## src/rtl/rp_gpio_bridge.sv

```systemverilog
// RP2040 -> iCE40 GPIO bridge: per-channel synchroniser, debouncer, rise pulses,
// active-low LED drive and a registered logic-combine output. Optional LED PWM via GPIO_BRIDGE_PWM_EN.
module rp_gpio_bridge #(
  parameter int N_CH        = 3,
  parameter int SYNC_STAGES = 2,
  parameter int DEBOUNCE_W  = 16,
  parameter int PWM_W       = 8
) (
  input  logic                  clock,
  input  logic                  reset_n,
  input  logic [N_CH-1:0]       gpio_in,
  input  logic [DEBOUNCE_W-1:0] debounce_limit,
  input  logic [1:0]            logic_mode,
`ifdef GPIO_BRIDGE_PWM_EN
  input  logic [PWM_W-1:0]      led_duty,
`endif
  output logic [N_CH-1:0]       level_out,
  output logic [N_CH-1:0]       rise_pulse,
  output logic [N_CH-1:0]       led_n,
  output logic                  logic_out
);

  logic [N_CH-1:0]       sync_q [SYNC_STAGES];
  logic [N_CH-1:0]       s;
  logic [N_CH-1:0]       level_q;
  logic [N_CH-1:0]       level_d;
  logic [N_CH-1:0]       rise_q;
  logic [DEBOUNCE_W-1:0] cnt_q [N_CH];
  logic [DEBOUNCE_W-1:0] cnt_d [N_CH];
  logic                  logic_q;
  logic                  logic_d;

  always_ff @(posedge clock) begin
    if (!reset_n) begin
      for (int k = 0; k < SYNC_STAGES; k++) sync_q[k] <= '0;
    end else begin
      sync_q[0] <= gpio_in;
      for (int k = 1; k < SYNC_STAGES; k++) sync_q[k] <= sync_q[k-1];
    end
  end

  assign s = sync_q[SYNC_STAGES-1];

  // >= rather than == so a limit lowered mid-count commits on the next edge.
  always_comb begin
    level_d = level_q;
    for (int i = 0; i < N_CH; i++) begin
      cnt_d[i] = cnt_q[i] + 1'b1;
      if (s[i] == level_q[i]) begin
        cnt_d[i] = '0;
      end else if (cnt_q[i] >= debounce_limit) begin
        level_d[i] = s[i];
        cnt_d[i]   = '0;
      end
    end
  end

  always_comb begin
    logic_d = 1'b0;
    case (logic_mode)
      2'd0:    logic_d = &level_q;
      2'd1:    logic_d = |level_q;
      2'd2:    logic_d = ^level_q;
      default: logic_d = ~&level_q;
    endcase
  end

  always_ff @(posedge clock) begin
    if (!reset_n) begin
      level_q <= '0;
      rise_q  <= '0;
      logic_q <= 1'b0;
      for (int i = 0; i < N_CH; i++) cnt_q[i] <= '0;
    end else begin
      level_q <= level_d;
      rise_q  <= level_d & ~level_q;
      logic_q <= logic_d;
      for (int i = 0; i < N_CH; i++) cnt_q[i] <= cnt_d[i];
    end
  end

  assign level_out  = level_q;
  assign rise_pulse = rise_q;
  assign logic_out  = logic_q;

`ifdef GPIO_BRIDGE_PWM_EN
  logic [PWM_W-1:0] pwm_cnt;
  logic             pwm_on;

  always_ff @(posedge clock) begin
    if (!reset_n) pwm_cnt <= '0;
    else          pwm_cnt <= pwm_cnt + 1'b1;
  end

  assign pwm_on = (pwm_cnt < led_duty);
  assign led_n  = ~(level_q & {N_CH{pwm_on}});
`else
  localparam int unused_pwm_w = PWM_W;
  assign led_n = ~level_q;
`endif

endmodule

```

## config.mk

```make
export PLATFORM = sky130hd
export DESIGN_NAME = rp_gpio_bridge
export DESIGN_NICKNAME = d
export VERILOG_FILES = /design/src/rtl/rp_gpio_bridge.sv
export SDC_FILE = /design/constraint.sdc
export NUM_CORES = 1
export LEC_CHECK = 0
export BUFFER_PORTS_ARGS = -buffer_cell sky130_fd_sc_hd__buf_2
export CAP_MARGIN = 20
export CELL_PAD_IN_SITES_DETAIL_PLACEMENT = 1
export CELL_PAD_IN_SITES_GLOBAL_PLACEMENT = 2
export CORE_MARGIN = 1
export CORE_UTILIZATION = 40
export CTS_BUF_LIST = sky130_fd_sc_hd__clkbuf_16
export DETAILED_ROUTE_END_ITERATION = 12
export GPL_TIMING_DRIVEN = 0
export PLACE_DENSITY_LB_ADDON = 0.1
export SKIP_CTS_REPAIR_TIMING = 1
export SYNTH_ARGS = -nofsm -noshare
export SYNTH_HDL_FRONTEND = slang
export SYNTH_SLANG_ARGS = --single-unit
```

## constraint.sdc

```tcl
create_clock -name clock -period 5.6 [get_ports clock]
set_clock_uncertainty 0.1 [all_clocks]
set_input_delay 0.56 -clock clock [delete_from_list [all_inputs] [get_ports clock]]
set_output_delay 0.56 -clock clock [all_outputs]
set_load 0.02 [all_outputs]
```

[Word-level counts from Yosys, hierarchy flattened]
Memory sizes are Yosys's and may differ from the RTL's.
Cells that the tools add are included.
Cells by class
  mux-type cells: 20
  reductions and logical operators: 5
  order comparisons: 3
  equality and inequality tests: 5
  bitwise logic cells: 7
  add/subtract/negate cells: 3
Operators by type and width (count)
  16-bit two-way mux: 9
  16-bit by 1-bit adder with 16-bit output (second input constant): 3
  16-bit greater-or-equal comparator: 3
  1-bit two-way mux: 8
  3-bit two-way mux: 2
  1-bit bitwise OR: 5
  3-bit bitwise AND: 1
  1-bit equality test: 3
  3-bit NOT: 1
  1-bit one-hot mux with 3 select lines: 1
  3-bit AND reduction: 1
  3-bit OR reduction: 1
  3-bit parity: 1
  2-bit by 1-bit equality test with 1-bit output (second input constant): 1
  2-bit equality test (second input constant): 1
  2-bit zero test: 1
  1-bit zero test: 1
Storage, ports and cells
  output and inout bits: 10
  memories kept: 2
  flip-flop bits (word level): 7
  logic and storage cells: 48
  input bits: 23
  RAM bits: 54
Memory list
  cnt_q: words 3, bits a word 16, read ports 3, clocked after memory_dff 0, write ports 3, line 28  | logic [DEBOUNCE_W-1:0] cnt_q [N_CH];
  sync_q: words 2, bits a word 3, read ports 2, clocked after memory_dff 0, write ports 2, line 23  | logic [N_CH-1:0] sync_q [SYNC_STAGES];

[Depth between registers and ports, before layout]
Gate-level depths: netlist (run 1).
  depth in word-level cells: 4
  depth in mapped cells: 9
  mapped depth without buffers: 7

[Worst setup path after synthesis (run 1)]
Ideal clock, no wire load.
  path type: input port to flip-flop
  start: input port debounce_limit[6]
  end: memory cnt_q[1][9], in the netlist cnt_q[0][25]
  data arrival time: 2.307 ns
  library setup time: 0.062 ns
  path buffers: 2
  slack: 3.131 ns
  cell stages on the path: 9
  cells stage by stage: inv_1 > ha_1 > a21oi_2 > a21boi_1 > o31a_1 > or4_1 > buf_6 > buf_12 > nor2_4
RTL lines
  start, declared: line 12  | input logic [DEBOUNCE_W-1:0] debounce_limit,
  end, declared: line 28

==> out/qor.csv, run 1 <==
stage,metric,value,unit
power,PD cells,263.5,mW/mm^2
die,Die Width,97.23,microns
placement,Placed Area,0.003918,sq mm
placement,RePlAce Congestion,0.7597,
worst_hold_path,Worst Hold Class,reg -> reg,
die,# IOs,33,
setup_path,cell family with the largest share of critical-path delay,compound AO/OA/AOI/OAI gates,
die,die area,0.009453,sq mm
global_route,first-pass GRT wire length,15.61,mm
setup_path,max incr delay on CP,0.66,ns
setup_path,worst reg2reg path startpoint,cnt_q[0][11],
clock_tree,Clock Latency Late Sink,0.32,ns
setup_path,CP Cell Sequence,buf_2 > inv_1 > ha_1 > nand2_1 > o21ai_0 > a21oi_1 > o211ai_1 > clkbuf_1 > nor3_1,
timing,setup TNS,0,ns
setup_path,crit start category,primary input,
drt,First-pass DRT Iterations,4,
cells_and_area,layout cells sized above 1,0.1258,
die,Initial Util,0.4139,
timing,Setup-failing EPs final,0,
synth,Yosys reg bits,61,
clock_tree,Clock Tree Buf Depth,2,
timing,final worst-path cycle share,0.4772,
setup_path,"Buf+Inv Stages, Crit Path",3,
synth,Post-synth EDFFs,0,
clock_tree,Worst-path clk slew,0.05,ns
synth,synthesized cell area,0.003627,sq mm
synth,Ys Warns,0,
timing,hold_ws,0.3387,ns
die,chip height,97.23,microns
die,Core Rows,34,
drt,Vias,2963,
setup_path,CP Data Required Time,5.68,ns
outcome,status,"finished, final reports clean",
timing,Slew @ Worst Pin,0.8177,ns
setup_path,Worst Setup End Kind,flip-flop,
flow_run,Max Cap Viol,0,
drt,wire length per cell,16.25,microns
synth,Synth top area share,0.3367,
cells_and_area,Ant. Diodes,0,
cells_and_area,synth-to-layout area growth,17.14,%
synth,sequential area share after synthesis,0.3367,
drt,Post-route DRC,0,
timing,Period minus WS final,2.672,ns
cells_and_area,Fillers,1042,
clock_tree,Root Buffer Master,clkbuf_16,
global_route,GR Overflow Total,0,
setup_path,Worst Setup SP,debounce_limit[11],
worst_hold_path,Hold Startpoint,sync_q[0][1],
setup_path,crit path kind,in -> reg,
clock_tree,clk sinks,61,
global_route,pin count of the biggest net entering global routing,11,
global_route,antenna violations before repair,0,
synth,prevailing post-synth register cell,dfxtp_1,
power,leakage power,1.792,nW
setup_path,"Data arrival, critical path",2.75,ns
drt,drt first-iter violations,55,
synth,top-count cell post-synth,dfxtp_1,
synth,Synth top cells by count,"61 x dfxtp_1, 53 x ha_1, 37 x nor3_1",
placement,Post-Place Setup Slack,2.631,ns
timing,RSZ-0062 raised after global routing,no,
cells_and_area,Reg area,0.001221,sq mm
cells_and_area,Multi-input gate area,0.002247,sq mm
timing,Slew HR,0.4525,
global_route,vias in the first global route,3176,
placement,port bufs,31,
clock_tree,TritonCTS clock tree,done,
global_route,GRT Overall Usage,0.2082,
clock_tree,CTS buffer count,9,
timing,final worst slack,2.928,ns
drt,via/cell ratio,5.282,
die,floorplan core area,0.008763,sq mm
timing,highest clock rate,374.2,MHz
synth,Synth cell types,38,
synth,async set or reset register ratio after synthesis,0,
placement,Detailed Place HPWL,6.955,mm
synth,Syn Nets,482,
clock_tree,H-Tree Depth,3,
cells_and_area,Total Nets Final,524,
timing,final hold violation count,0,
drt,WL final,9.119,mm
setup_path,Max Fanout on Critical Path,10,
synth,Yosys top cell by area,dfxtp_1,
cells_and_area,post-layout instance area,0.004249,sq mm
synth,Cells after Synth,406,
synth,syn_area_per_cell,8.934,sq um
drt,Final ANT Viol Nets,0,
power,Peak supply drop,125.5,uV
synth,synth top area cells,"dfxtp_1 34%, ha_1 18%, xor2_1 7.0%",
timing,Slew Limit Fails,0,
setup_path,"slowest stage cell, crit path",o211ai_1,
worst register-to-register path: stages, from the launching register on:
cell and delay (ns):
dfxtp_1 0.36, ha_1 0.31, nand2_1 0.11, o21ai_0 0.27
a21oi_1 0.07, o211ai_1 0.66, clkbuf_1 0.49, nor3_1 0.12
path summary, 6_finish.rpt:
| path | to | slack [ns] | cells past startpoint |
|---|---|---|---|
| setup reg to reg | cnt_q[0][0] | 2.98 | 7 |
| hold / removal | sync_q[0][4] | 0.34 | 1 |
| hold reg to reg | sync_q[0][4] | 0.34 | 1 |
| setup / recovery | cnt_q[0][0] | 2.93 | 9 |
area by class of cell:
cell class | count | area share
inverters | 27 | 0.02385
multi-input cells | 309 | 0.5289
plain buffers | 9 | 0.01355
well taps | 108 | 0.03180
repair buffers | 31 | 0.03651
clock buffers | 9 | 0.05300
clock inverters | 7 | 0.02503
flip-flops and latches | 61 | 0.2874
layout by cell type (no fill, tap or decap), types with 4 or more instances in the layout:
| master | n |
|---|---|
| inv_1 | 29 |
| o21ai_0 | 6 |
| nand3_1 | 18 |
| nand4_1 | 17 |
| nand2_1 | 31 |
| clkbuf_1 | 7 |
| nor2_4 | 8 |
| xor2_1 | 29 |
| nor2_1 | 19 |
| a21o_1 | 4 |
| nor3_1 | 37 |
| and3_1 | 6 |
| xnor2_1 | 16 |
| buf_2 | 31 |
| o211ai_1 | 4 |
| ha_1 | 53 |
| nor2b_1 | 5 |
| clkbuf_16 | 9 |
| dfxtp_1 | 61 |
| a21oi_1 | 20 |
| and2_1 | 7 |
metrics by stage:
stage | total power, W | util | instances
floorplan | 0.0004806 | - | 406
global placement | 0.0004999 | 0.4470 | 545
detailed placement | 0.0005028 | 0.4470 | 545
CTS | 0.001136 | 0.4849 | 561
global route | 0.001158 | 0.4849 | 561
finish | 0.001119 | 0.4849 | 561
routing by layer:
metal	global-route usage	routed length [microns]	vias to the layer above	share of wire
li1	-	-	1513	-
met1	0.2623	4382	1415	0.48
met4	0.05769	82	0	0.0090
met3	0.03453	189	8	0.021
met2	0.3662	4463	27	0.49
met5	0	0	-	0
cell families (layout without fill, tap and decap cells):
| logic type | after synthesis | in the layout | synth area share |
|---|---|---|---|
| mux | 3 | 3 | 0.008279 |
| compound gates | 48 | 48 | 0.08279 |
| flops | 61 | 61 | 0.3367 |
| fa+ha+maj | 53 | 53 | 0.1828 |
| simple gates | 160 | 160 | 0.2370 |
| xor+xnor | 45 | 45 | 0.1087 |
| buf+inv | 36 | 83 | 0.04381 |
report_power, final:
| part | switching [W] | leakage [nW] | internal [W] |
|---|---|---|---|
| Combinational | 0.0000330 | 1.13 | 0.0000208 |
| Clock | 0.000198 | 0.169 | 0.000429 |
| Sequential | 0.00000183 | 0.493 | 0.000437 |
| Total | 0.000233 | 1.79 | 0.000887 |
flip-flops by register name, summed over array words and instances (netlist names):
register    count
cnt_q          48
sync_q          6
level_out       3
rise_pulse      3
logic_out       1
(Power assumes the default switching activity.)
==> run 2, diff against run 1 <==
--- a/config.mk
+++ b/config.mk
@@ -5,12 +5,13 @@
 export SDC_FILE = /design/constraint.sdc
 export NUM_CORES = 1
 export LEC_CHECK = 0
+export ABC_AREA = 1
 export BUFFER_PORTS_ARGS = -buffer_cell sky130_fd_sc_hd__buf_2
 export CAP_MARGIN = 20
 export CELL_PAD_IN_SITES_DETAIL_PLACEMENT = 1
 export CELL_PAD_IN_SITES_GLOBAL_PLACEMENT = 2
 export CORE_MARGIN = 1
-export CORE_UTILIZATION = 40
+export CORE_UTILIZATION = 35
 export CTS_BUF_LIST = sky130_fd_sc_hd__clkbuf_16
 export DETAILED_ROUTE_END_ITERATION = 12
 export GPL_TIMING_DRIVEN = 0
==> constraint.sdc (replaced) <==
create_clock -name clock -period 2.53 [get_ports clock]
set_clock_uncertainty 0.1 [all_clocks]
set_input_delay 0.253 -clock clock [delete_from_list [all_inputs] [get_ports clock]]
set_output_delay 0.253 -clock clock [all_outputs]
set_load 0.02 [all_outputs]
==> run 2 against run 1 <==
Net effect:
- critical path depth up 2
- cell area up 10%
- setup slack worse by 2.4 ns
- combinational power up 140%
- final cell count up 30%
- critical endpoint is now cnt_q[0][7]
- largest cell class unchanged
==> out/qor.csv, run 2 <==
stage,metric,value,unit
cells_and_area,layout cells sized above 1,0.1494,
die,Initial Util,0.3581,
cells_and_area,Ant. Diodes,0,
placement,RePlAce Congestion,0.7383,
setup_path,Max Fanout on Critical Path,10,
power,PnR Total Power,0.002152,W
synth,syn_area_per_cell,7.530,sq um
global_route,GRT Overall Usage,0.1829,
worst_hold_path,Worst Hold Class,in -> reg,
worst_hold_path,Min-Delay Path Depth,3,
die,die area,0.01212,sq mm
die,# IOs,33,
synth,top-count cell post-synth,nand2_1,
drt,First-pass DRT Iterations,4,
timing,Slew HR,0.6840,
clock_tree,clk sinks,61,
synth,simple-gate portion of the synthesized area,0.3152,
synth,compound-cell area share of the yosys netlist,0.03397,
die,chip height,110.1,microns
die,Core Rows,39,
timing,final hold violation count,0,
timing,final worst-path cycle share,0.7790,
timing,highest clock rate,507.4,MHz
cells_and_area,Multi-input gate area,0.002467,sq mm
synth,mux contribution to synthesized area,0,
synth,Synth cell types,28,
synth,prevailing post-synth register cell,dfxtp_1,
flow_run,Max Cap Viol,0,
cells_and_area,Top reg by flops,cnt_q,
cells_and_area,Layout Utilization,0.4093,
synth,Post-Synth Adder-Cell Area,0.1622,
power,leakage power,2.196,nW
cells_and_area,"commonest non-fill, non-tap cell in the layout",nand2_1,
clock_tree,Root Buffer Master,clkbuf_16,
global_route,first-pass GRT wire length,16.30,mm
synth,Post-synth EDFFs,0,
timing,Slew @ Worst Pin,0.4740,ns
cells_and_area,max reg flops,48,
clock_tree,TritonCTS clock tree,done,
synth,synthesized cell area,0.004089,sq mm
setup_path,R2R depth,11,
outcome,status,"finished, final reports clean",
setup_path,CP Data Required Time,2.70,ns
drt,Post-route DRC,0,
clock_tree,Clock Latency Late Sink,0.33,ns
timing,RSZ-0062 raised after global routing,no,
placement,port bufs,32,
cells_and_area,Total Nets Final,662,
global_route,GR Overflow Total,0,
synth,Yosys top cell by area,dfxtp_1,
global_route,vias in the first global route,3499,
cells_and_area,Fillers,1456,
cells_and_area,Reg area,0.001221,sq mm
setup_path,Worst Setup End Kind,flip-flop,
setup_path,"Data arrival, critical path",2.14,ns
timing,Setup-failing EPs final,0,
placement,Post-Place Setup Slack,0.4499,ns
setup_path,crit start category,flip-flop,
synth,Synth top cells by count,"108 x nand2_1, 96 x inv_1, 66 x nor2_1",
cells_and_area,synth-to-layout area growth,14.29,%
synth,Syn Nets,619,
drt,Final ANT Viol Nets,0,
drt,WL final,9.725,mm
power,Peak supply drop,526.1,uV
placement,Detailed Place HPWL,8.072,mm
synth,main combinational cell family by area after synthesis,simple AND/OR/NAND/NOR gates,
synth,xor/xnor cell area share of the yosys netlist,0.09211,
drt,drt first-iter violations,111,
synth,async set or reset register ratio after synthesis,0,
die,Die Width,110.1,microns
timing,final worst slack,0.5590,ns
synth,sequential area share after synthesis,0.2987,
drt,Vias,3397,
clock_tree,CTS buffer count,9,
setup_path,crit path kind,reg -> reg,
power,PD cells,460.4,mW/mm^2
cells_and_area,post-layout instance area,0.004673,sq mm
synth,Synth top area share,0.2987,
clock_tree,H-Tree Depth,3,
clock_tree,Worst-path clk slew,0.05,ns
synth,Ys Warns,0,
die,floorplan core area,0.01142,sq mm
synth,Cells after Synth,543,
placement,Placed Area,0.004428,sq mm
drt,wire length per cell,13.29,microns
timing,Period minus WS final,1.971,ns
global_route,pin count of the biggest net entering global routing,11,
clock_tree,Clock Tree Buf Depth,2,
global_route,antenna violations before repair,0,
synth,synth top area cells,"dfxtp_1 30%, ha_1 16%, nand2_1 9.9%",
drt,via/cell ratio,4.641,
timing,Slew Limit Fails,0,
cells_and_area,most frequent cells in the layout,"108 x nand2_1, 96 x inv_1, 66 x nor2_1, 61 x dfxtp_1, 53 x ha_1",
synth,Yosys reg bits,61,
cells_and_area,largest registers,"cnt_q: 48 flops, sync_q: 6 flops",
timing,setup TNS,0,ns
## run 2: cell count changes in the layout (fill, tap and decap cells not counted), moves of 5 or more
cell	change
nor2_1	+47
clkbuf_1	-6
nand2_1	+77
inv_1	+67
nor2b_1	-5
and2_1	-7
nor3_1	-27
o21ai_0	-5
nand4_1	-6
and3_1	-6
nor2_2	+13
## run 2: layout make-up
cell class / instances / share of cell area
clock inverter: 5 / 0.004284
clock buffer: 9 / 0.04819
sequential: 61 / 0.2613
inverter: 97 / 0.07791
multi-input combinational: 381 / 0.5280
tap: 143 / 0.03829
timing repair buffer: 32 / 0.03427
buffer: 4 / 0.007764
## run 2: final timing paths
kind / start / slack, ns / to
setup / recovery: cnt_q[0][7] / 0.56 / cnt_q[0][7]
hold reg to reg: sync_q[0][2] / 0.32 / sync_q[0][5]
hold / removal: gpio_in[0] / 0.002 / sync_q[0][0]
setup reg to reg: cnt_q[0][7] / 0.56 / cnt_q[0][7]
## run 2: worst max-delay path, stage by stage (launching register included)
cell	delay, ns
dfxtp_1	0.44
ha_1	0.29
nand2_1	0.08
inv_1	0.05
nand2_1	0.06
nand2_1	0.04
nor2_1	0.11
nand2_1	0.09
nand2_2	0.12
nand4_4	0.16
buf_2	0.25
nor2_1	0.11
## run 2: routing by layer
metal / GRT usage / vias to the layer above / part of all wire
li1: - / 1777 / -
met1: 0.2087 / 1588 / 0.46
met2: 0.3281 / 25 / 0.50
met3: 0.05644 / 7 / 0.029
met4: 0.04857 / 0 / 0.0086
met5: 0 / - / 0
## run 2: where the power goes
group	total (W)	switching, W	internal (W)
registers	0.000973	0.00000409	0.000969
clock network	0.00105	0.000417	0.000634
logic	0.000128	0.0000809	0.0000469
## run 2: cell families after synthesis
family                   Yosys count
AO/OA/AOI/OAI                     26
XOR/XNOR                          43
adder cells (fa/ha/maj)           53
buffers and inverters            101
flip-flops                        61
AND/OR/NAND/NOR                  259
## run 2: through the flow
step | cells | hold slack (ns)
6_report | 732 | 0.002337
2_1_floorplan | 543 | 0.2506
5_1_grt | 732 | 0.01722
3_5_place_dp | 718 | 0.3114
4_1_cts | 732 | -0.01062
3_3_place_gp | 718 | 0.2947
==> run 3, diff against run 2 <==
==> constraint.sdc (replaced) <==
create_clock -name clock -period 2 [get_ports clock]
set_clock_uncertainty 0.1 [all_clocks]
set_input_delay 0.2 -clock clock [delete_from_list [all_inputs] [get_ports clock]]
set_output_delay 0.2 -clock clock [all_outputs]
set_load 0.02 [all_outputs]
==> run 3 against run 2 <==
Net effect:
- non-clock buffer count increased by 6
- via count grew 0.44%
- first-iteration DRC count down 18%
- sequential power rose by 26%
==> out/qor.csv, run 3 (synthesis gave the netlist of run 2 again) <==
stage,metric,value,unit
power,PD cells,574.1,mW/mm^2
timing,Setup-failing EPs final,0,
drt,wire length per cell,13.26,microns
setup_path,r2r setup slk,0.19,ns
flow_run,Max Cap Viol,0,
cells_and_area,synth-to-layout area growth,16.37,%
clock_tree,Clock Latency Late Sink,0.33,ns
global_route,antenna violations before repair,0,
power,leakage power,2.237,nW
timing,final worst-path cycle share,0.9048,
clock_tree,Clock Tree Buf Depth,2,
cells_and_area,"commonest non-fill, non-tap cell in the layout",nand2_1,
placement,port bufs,32,
die,Die Width,110.1,microns
drt,drt first-iter violations,91,
cells_and_area,Total Nets Final,668,
timing,Slew @ Worst Pin,0.4687,ns
clock_tree,Root Buffer Master,clkbuf_16,
clock_tree,Worst-path clk slew,0.05,ns
timing,RSZ-0062 raised after global routing,no,
timing,hold_ws,0.06464,ns
global_route,pin count of the biggest net entering global routing,11,
setup_path,worst reg2reg path startpoint,cnt_q[0][35],
clock_tree,CTS buffer count,9,
cells_and_area,Fillers,1449,
timing,Period minus WS final,1.810,ns
cells_and_area,max reg flops,48,
die,floorplan core area,0.01142,sq mm
cells_and_area,most frequent cells in the layout,"108 x nand2_1, 96 x inv_1, 66 x nor2_1, 53 x ha_1, 53 x dfxtp_1",
setup_path,Worst Setup End Kind,flip-flop,
drt,Final ANT Viol Nets,0,
worst_hold_path,Min-Delay Path Depth,3,
timing,final hold violation count,0,
drt,WL final,9.786,mm
global_route,GR Overflow Total,0,
timing,setup TNS,0,ns
cells_and_area,Top reg by flops,cnt_q,
global_route,GRT Overall Usage,0.1829,
die,Core Rows,39,
global_route,vias in the first global route,3499,
placement,Placed Area,0.004428,sq mm
drt,via/cell ratio,4.623,
clock_tree,TritonCTS clock tree,done,
timing,Slew Limit Fails,0,
clock_tree,H-Tree Depth,3,
placement,Detailed Place HPWL,8.072,mm
global_route,first-pass GRT wire length,16.30,mm
cells_and_area,largest registers,"cnt_q: 48 flops, sync_q: 6 flops",
die,# IOs,33,
worst_hold_path,Worst Hold Class,in -> reg,
worst_hold_path,Worst Hold Path EP,logic_out,
setup_path,reg-to-reg endpoint,cnt_q[0][36],
setup_path,crit start category,flip-flop,
placement,RePlAce Congestion,0.7383,
setup_path,R2R depth,9,
cells_and_area,Ant. Diodes,0,
timing,highest clock rate,552.6,MHz
power,Peak supply drop,667.9,uV
cells_and_area,post-layout instance area,0.004758,sq mm
setup_path,crit path kind,reg -> reg,
placement,Post-Place Setup Slack,-0.02712,ns
die,chip height,110.1,microns
timing,final worst slack,0.1905,ns
die,Initial Util,0.3581,
setup_path,Max Fanout on Critical Path,10,
drt,First-pass DRT Iterations,4,
drt,Post-route DRC,0,
setup_path,"Data arrival, critical path",1.98,ns
worst_hold_path,Hold Startpoint,logic_mode[1],
die,die area,0.01212,sq mm
outcome,status,"finished, final reports clean",
clock_tree,clk sinks,61,
drt,Vias,3412,
cells_and_area,layout cells sized above 1,0.1664,
timing,Slew HR,0.6875,
setup_path,CP Data Required Time,2.17,ns
## run 3: worst max path at each step
stage,startpoint,endpoint,slack [ns],cells past startpoint
4_1_cts,cnt_q[0][7],cnt_q[0][7],-0.006,11
3_3_place_gp,debounce_limit[7],cnt_q[0][10],0.06,11
2_1_floorplan,cnt_q[0][26],cnt_q[0][22],0.37,11
6_report,cnt_q[0][35],cnt_q[0][36],0.19,9
3_5_place_dp,debounce_limit[7],cnt_q[0][7],-0.03,13
5_1_grt,cnt_q[0][38],cnt_q[0][36],0.009,11
## run 3: report_power, final
part	internal, W	leakage (nW)	switching (W)	total (W)
clock	0.000802	0.121	0.000528	0.00133
sequential	0.00123	0.497	0.00000517	0.00123
combinational	0.0000673	1.62	0.000104	0.000171
## run 3: layout make-up
cell class              count  area [sq um]  share of cell area
flip-flops and latches     61          1231              0.2587
plain buffers               4         46.29            0.009729
inverters                  97         364.1             0.07652
multi-input cells         381          2467              0.5185
clock buffers               9         225.2             0.04733
repair buffers             38         225.2             0.04733
well taps                 143         178.9             0.03760
clock inverters             5         20.02            0.004207
## run 3: worst max-delay path: stages, from the launching register on
cell	delay, ns
dfxtp_2	0.34
ha_1	0.32
a21oi_1	0.19
nand2_1	0.09
nand2_1	0.06
nand2_1	0.09
nand2_2	0.12
nand4_4	0.15
buf_6	0.21
nor2_2	0.08
## run 3: metal layers
metal | up-vias | track usage | share of wire
met5 | - | 0 | 0
met4 | 0 | 0.04857 | 0.0087
met3 | 7 | 0.05644 | 0.029
met2 | 24 | 0.3281 | 0.51
met1 | 1590 | 0.2087 | 0.46
li1 | 1791 | - | -
## run 3: per-stage QoR
step | util | total power [W] | instances
final | 0.4167 | 0.002732 | 738
after global routing | 0.4167 | 0.002874 | 738
after CTS | 0.4093 | 0.002781 | 732
after detailed placement | 0.3878 | 0.001421 | 718
after global placement | 0.3878 | 0.001413 | 718
after floorplan | - | 0.001354 | 543
